==> src/rtl/tone_sequencer.sv <==
// tone_sequencer -- step-table driven tone player for a codec DAC path.
//
// Plays up to eight programmed steps in order. Each step selects a waveform
// and a PLL frequency and lasts a programmed number of codec sample pulses.
// The sequence either ends (one-cycle done pulse) or loops back to step 0.
//
// Build option:
//   TONE_SEQ_GAP_EN  when defined, every step (including the last) is followed
//                    by GAP_LEN muted sample pulses before the advance decision.
//                    When undefined, steps run back to back and the output is
//                    muted only during the single-cycle LOAD.
//
// Parameters:
//   GAP_LEN     muted sample_req pulses between steps (1..65535)
//
// Ports:
//   clk         audio clock, rising edge
//   reset_n     asynchronous active-low reset (also clears the step table)
//   sample_req  one-cycle pulse per codec sample
//   start       level-sampled start request (honoured only in IDLE)
//   stop        level-sampled abort request (wins over everything else)
//   loop_en     restart from step 0 at sequence end instead of idling
//   num_steps   index of the last step to play
//   wr_en       step-table write strobe
//   wr_addr     step-table write address
//   wr_data     {wave_sel[20:18], freq_sel[17:16], duration[15:0]}
//   wave_sel    waveform-mux select
//   freq_sel    PLL frequency select
//   mute        1 = silence the DAC path (low only while playing)
//   busy        1 outside IDLE
//   step_idx    current step
//   done        one-cycle pulse on non-looping completion
module tone_sequencer #(
   parameter int unsigned GAP_LEN = 64
) (
   input  logic        clk,
   input  logic        reset_n,
   input  logic        sample_req,
   input  logic        start,
   input  logic        stop,
   input  logic        loop_en,
   input  logic [2:0]  num_steps,
   input  logic        wr_en,
   input  logic [2:0]  wr_addr,
   input  logic [20:0] wr_data,
   output logic [2:0]  wave_sel,
   output logic [1:0]  freq_sel,
   output logic        mute,
   output logic        busy,
   output logic [2:0]  step_idx,
   output logic        done
);

   // Elaboration-time range check on the gap length.
   if (GAP_LEN < 1 || GAP_LEN > 65535) begin : g_bad_gap_len
      $error("tone_sequencer: GAP_LEN must be in 1..65535");
   end

   localparam logic [1:0] ST_IDLE = 2'd0;
   localparam logic [1:0] ST_LOAD = 2'd1;
   localparam logic [1:0] ST_PLAY = 2'd2;
`ifdef TONE_SEQ_GAP_EN
   localparam logic [1:0] ST_GAP  = 2'd3;
   localparam logic [15:0] GAP_LOAD = GAP_LEN[15:0];
`endif

   logic [1:0]  state_q,    state_d;
   logic [2:0]  step_idx_q, step_idx_d;
   logic [2:0]  wave_q,     wave_d;
   logic [1:0]  freq_q,     freq_d;
   logic [15:0] dur_cnt_q,  dur_cnt_d;
   logic        done_q,     done_d;
   logic [20:0] table_q [0:7];
   logic [20:0] table_d [0:7];
`ifdef TONE_SEQ_GAP_EN
   logic [15:0] gap_cnt_q,  gap_cnt_d;
`endif

   logic [20:0] entry;
   logic        step_end;

   // Table writes land on the same edge in any state; LOAD reads the
   // registered copy, so a write to the active step only shows up at its
   // next LOAD.
   always_comb begin
      table_d = table_q;
      if (wr_en) begin
         table_d[wr_addr] = wr_data;
      end
   end

   always_comb begin
      state_d    = state_q;
      step_idx_d = step_idx_q;
      wave_d     = wave_q;
      freq_d     = freq_q;
      dur_cnt_d  = dur_cnt_q;
      done_d     = 1'b0;
`ifdef TONE_SEQ_GAP_EN
      gap_cnt_d  = gap_cnt_q;
`endif
      entry      = table_q[step_idx_q];
      step_end   = 1'b0;

      case (state_q)
         ST_IDLE: begin
            if (start && !stop) begin
               state_d    = ST_LOAD;
               step_idx_d = 3'd0;
            end
         end
         ST_LOAD: begin
            wave_d    = entry[20:18];
            freq_d    = entry[17:16];
            // A zero duration still plays for one sample.
            dur_cnt_d = (entry[15:0] == 16'd0) ? 16'd1 : entry[15:0];
            state_d   = ST_PLAY;
         end
         ST_PLAY: begin
            if (sample_req) begin
               if (dur_cnt_q == 16'd1) begin
                  dur_cnt_d = 16'd0;
`ifdef TONE_SEQ_GAP_EN
                  state_d   = ST_GAP;
                  gap_cnt_d = GAP_LOAD;
`else
                  step_end  = 1'b1;
`endif
               end else begin
                  dur_cnt_d = dur_cnt_q - 16'd1;
               end
            end
         end
`ifdef TONE_SEQ_GAP_EN
         ST_GAP: begin
            if (sample_req) begin
               if (gap_cnt_q == 16'd1) begin
                  gap_cnt_d = 16'd0;
                  step_end  = 1'b1;
               end else begin
                  gap_cnt_d = gap_cnt_q - 16'd1;
               end
            end
         end
`endif
         default: begin
            state_d = ST_IDLE;
         end
      endcase

      // Advance decision: num_steps and loop_en are only looked at here.
      if (step_end) begin
         if (step_idx_q < num_steps) begin
            step_idx_d = step_idx_q + 3'd1;
            state_d    = ST_LOAD;
         end else if (loop_en) begin
            step_idx_d = 3'd0;
            state_d    = ST_LOAD;
         end else begin
            state_d    = ST_IDLE;
            done_d     = 1'b1;
         end
      end

      // Abort overrides a simultaneous step completion and suppresses done.
      if (stop && (state_q != ST_IDLE)) begin
         state_d    = ST_IDLE;
         step_idx_d = 3'd0;
         done_d     = 1'b0;
      end
   end

   always_ff @(posedge clk or negedge reset_n) begin
      if (!reset_n) begin
         state_q    <= ST_IDLE;
         step_idx_q <= 3'd0;
         wave_q     <= 3'd0;
         freq_q     <= 2'd0;
         dur_cnt_q  <= 16'd0;
         done_q     <= 1'b0;
`ifdef TONE_SEQ_GAP_EN
         gap_cnt_q  <= 16'd0;
`endif
         for (int i = 0; i < 8; i++) begin
            table_q[i] <= 21'd0;
         end
      end else begin
         state_q    <= state_d;
         step_idx_q <= step_idx_d;
         wave_q     <= wave_d;
         freq_q     <= freq_d;
         dur_cnt_q  <= dur_cnt_d;
         done_q     <= done_d;
`ifdef TONE_SEQ_GAP_EN
         gap_cnt_q  <= gap_cnt_d;
`endif
         for (int i = 0; i < 8; i++) begin
            table_q[i] <= table_d[i];
         end
      end
   end

   assign wave_sel = wave_q;
   assign freq_sel = freq_q;
   assign mute     = (state_q != ST_PLAY);
   assign busy     = (state_q != ST_IDLE);
   assign step_idx = step_idx_q;
   assign done     = done_q;

endmodule

==> config.mk <==
export PLATFORM = sky130hd
export DESIGN_NAME = tone_sequencer
export DESIGN_NICKNAME = d
export VERILOG_FILES = /design/src/rtl/tone_sequencer.sv
export SDC_FILE = /design/constraint.sdc
export NUM_CORES = 1
export LEC_CHECK = 0
export ABC_AREA = 1
export BUFFER_PORTS_ARGS = -buffer_cell sky130_fd_sc_hd__buf_2
export CORE_MARGIN = 2
export CORE_UTILIZATION = 50
export CTS_CLUSTER_DIAMETER = 150
export DETAILED_ROUTE_END_ITERATION = 8
export GPL_TIMING_DRIVEN = 0
export PLACE_DENSITY_LB_ADDON = 0.25
export SLEW_MARGIN = 15
export SYNTH_ARGS = -nofsm -noshare
export SYNTH_HDL_FRONTEND = slang
export SYNTH_SLANG_ARGS = --single-unit
==> constraint.sdc <==
create_clock -name clk -period 1.5 [get_ports clk]
set_input_delay 0.15 -clock clk [delete_from_list [all_inputs] [get_ports clk]]
set_output_delay 0.15 -clock clk [all_outputs]
set_load 0.02 [all_outputs]
==> metrics.md <==
| Metric | Value |
|---|---|
| Worst IR drop on VDD | `0.806 mV` |
| Ys async rst share | `1.00` |
| Pre-CTS setup slack | `-0.829 ns` |
| PD cells | `1430 mW/mm²` |
| Reg2reg end | `dur_cnt_q[0]` |
| Total GRT Usage | `0.306` |
| Synth cell types | `27` |
| Antenna violations before repair | `0` |
| R2r worst-path depth | `14` |
| Final Power | `16.9 mW` |
| CP Class | `register to register` |
| Routed via count | `9151` |
| Number of synthesized flops with an enable pin | `0` |
| Xor-xnor portion of the synthesized cell area | `0.00459` |
| Post-DP Area | `0.0101 mm²` |
| Post-Synth Adder-Cell Area | `0.00655` |
| R2r setup slk | `-0.38 ns` |
| Max-cap violation count | `0` |
| Worst hold path type | `input pin to register` |
| Largest family of logic cells by synthesized area | `simple AND/OR/NAND/NOR gates` |
| Ant diodes | `0` |
| GRT overflow | `0` |
| Rows | `50` |
| Final HPWL DP | `18900 µm` |
| Least-Margin Pin Slew | `0.716 ns` |
| Number of synthesized register bits | `195` |
| Post-synth top cells | `473 x nand2_1, 208 x o21ai_0, 195 x dfrtp_1, 137 x inv_1, 81 x nor2_1` |
| Placer Congestion | `0.907` |
| Die H | `142 µm` |
| Vias per Instance | `5.58` |
| Clock buffer count from CTS | `17` |
| Most used cell, CP | `nand2_1` |
| Sink Count | `195` |
| Clock buffer depth | `2` |
| Share of cells above drive strength 1 | `0.154` |
| Synth Area in Compound Gates | `0.139` |
| Post-Syn Nets | `1316` |
| Final WS setup | `-0.377 ns` |
| Leakage | `5.97 nW` |
| CP max FO | `10` |
| Final worst path period share | `1.25` |
| Synthesized instance count | `1277` |
| Hold Violations, Final | `0` |
| Critical Path AT | `2.25 ns` |
| Hold path startpoint | `sample_req` |
| Initial Utilization | `0.510` |
| Nets | `1433` |
| Clock Skew | `0.00803 ns` |
| RSZ-0062 raised after global routing | `true` |
| Clock transition at path regs | `0.07 ns` |
| Hold path cells | `4` |
| Number of detailed-route iterations in the first pass | `5` |
| Pins Over Slew Limit | `0` |
| Die Area | `0.0202 mm²` |
| Leading area contributor after synthesis | `dfrtp_1` |
| First-pass GRT wire length | `46900 µm` |
| CORE AREA | `0.0187 mm²` |
| Req. time, crit path | `1.87 ns` |
| Drt total wl | `30400 µm` |
| RR Startpoint | `step_idx[0]` |
| Setup TNS | `-6.69 ns` |
| Root Driver | `clkbuf_16` |
| Mapped Area | `0.00954 mm²` |
| DR DRC count | `0` |
| Seq/Total Area, Yosys | `0.511` |
| DR iter-0 viols | `988` |
| Layout area overhead | `23.5%` |
| Mux cell area share after synthesis | `0` |
| Final min period | `1.88 ns` |
| Slew headroom | `0.523` |
| Ys Warns | `0` |
| Num ports | `45` |
| Count leader, synth | `nand2_1` |
| Wirelength per Cell | `18.5 µm` |
| Final setup vio count | `29` |
| Ranking of synthesized cells by area | `dfrtp_1 51%, nand2_1 19%, o21ai_0 11%` |
| Fin util | `0.630` |
| Die width | `142 µm` |
| Worst-Skew Late Latency | `0.45 ns` |
| Status | `complete, but fails checks` |
| CP max-delay cell | `dfrtp_2` |
| Synth top area share | `0.511` |
| WHS Endpoint | `state_q[1]` |
| Synthesized area per cell | `7.47 µm²` |
| Fin area | `0.0118 mm²` |
| Vias in the first global route | `8703` |
| Main synth FF type | `dfrtp_1` |
| Htree depth | `4` |
| Startpoint Class | `register` |
| TritonCTS clock tree | `yes` |
| Setup crit end kind | `register` |
| Port Buffers | `44` |
| Failing checks | `negative setup slack` |
| Simple-gate share of the synthesized area | `0.251` |
| Pin count of the biggest net entering global routing | `105` |
| Fmax | `533 MHz` |
| Post-route ant nets | `0` |
| CP peak stage delay | `0.48 ns` |
| Crit-path cells | `inv_4 -> buf_6 -> nand2_1 -> nand3_1 -> nand2_1 -> nand2_1 -> nand2_1 -> nor2_2 -> nand2_1 -> nor2_1 -> nand2_1 -> nand2_1 -> nand2_1 -> a21oi_1` |
-- area by class of cell --
type	instances	area, µm²
Clock inverter	13	230
Fill cell	1577	6920
Buffer	67	505
Sequential cell	195	4880
Clock buffer	19	443
Inverter	140	542
Timing Repair Buffer	97	756
Timing Repair inverter	1	6.26
Multi-Input combinational cell	875	4130
Tap cell	234	293
-- placed cells by master, fill, tap and decap left out, types with 4 or more instances in the layout --
cell             n
nand2_1        456
o21ai_0        191
dfrtp_1        191
inv_1          129
nor2_1          68
buf_2           44
nand3_1         42
clkbuf_1        33
buf_4           26
dlygate4sd3_1   24
clkbuf_16       17
nand2_2         15
a31oi_1         14
buf_6           14
o21ai_1         13
a21oi_1         10
nor2_2           8
clkbuf_8         7
inv_2            6
nor2_4           6
bufinv_16        6
buf_8            5
a21oi_2          5
xor2_1           5
buf_12           5
clkbuf_2         4
o21ai_2          4
dfrtp_2          4
-- per-stage QoR --
step / std cells / hold WS [ns]
finish: 1641 / 0.0595
global route: 1641 / 0.0646
CTS: 1624 / 0.0793
detailed placement: 1556 / 0.218
global placement: 1555 / 0.372
floorplan: 1277 / -0.146
-- flip-flops by register name, indices dropped and copies added (netlist names) --
| signal | cells |
|---|---|
| table_q | 168 |
| dur_cnt_q | 16 |
| step_idx | 3 |
| wave_sel | 3 |
| freq_sel | 2 |
| state_q | 2 |
| done | 1 |
-- worst max-delay path, delay by kind of cell (launching register included) --
kind,cells,cell delay [ns]
flip-flops,1,0.48
AND/OR/NAND/NOR,11,0.88
buffers and inverters,2,0.32
AO/OA/AOI/OAI,1,0.11
-- layer usage --
metal,vias to the layer above,GRT usage,part of all wire
met5,-,0,0
met2,426,0.495,0.47
li1,4257,-,-
met4,0,0.104,0.027
met1,4404,0.417,0.42
met3,64,0.0585,0.079
-- where the power goes --
part           switching (mW)  internal, mW  leakage [nW]
Clock                    2.05          3.17         0.320
Combinational            2.72          1.72          3.22
Sequential              0.770          6.43          2.43
-- worst max path at each step --
stage,from,to,depth (start not counted)
global route,dur_cnt_q[6],step_idx[1],10
floorplan,step_idx[0],dur_cnt_q[0],13
detailed placement,step_idx[1],wave_sel[1],6
finish,step_idx[0],dur_cnt_q[0],14
global placement,reset_n,step_idx[0],1
CTS,step_idx[0],dur_cnt_q[0],15
-- cells by family (layout without fill, tap and decap cells) --
| logic type | Yosys count | count (layout) |
|---|---|---|
| compound gates | 253 | 253 |
| xor+xnor | 5 | 5 |
| fa+ha+maj | 5 | 5 |
| buf+inv | 207 | 337 |
| flops | 195 | 195 |
| simple gates | 612 | 612 |
-- what timing repair did --
action | in CTS | in global routing
hold buffers | 24 | 0
gates cloned | 0 | 1
endpoints found under the setup margin | 31 | 29
buffers inserted | 12 | 16
hold endpoints to repair | 114 | 0
gates resized for setup | 115 | 54
pin swaps | 6 | 16
(Power assumes the default switching activity.)
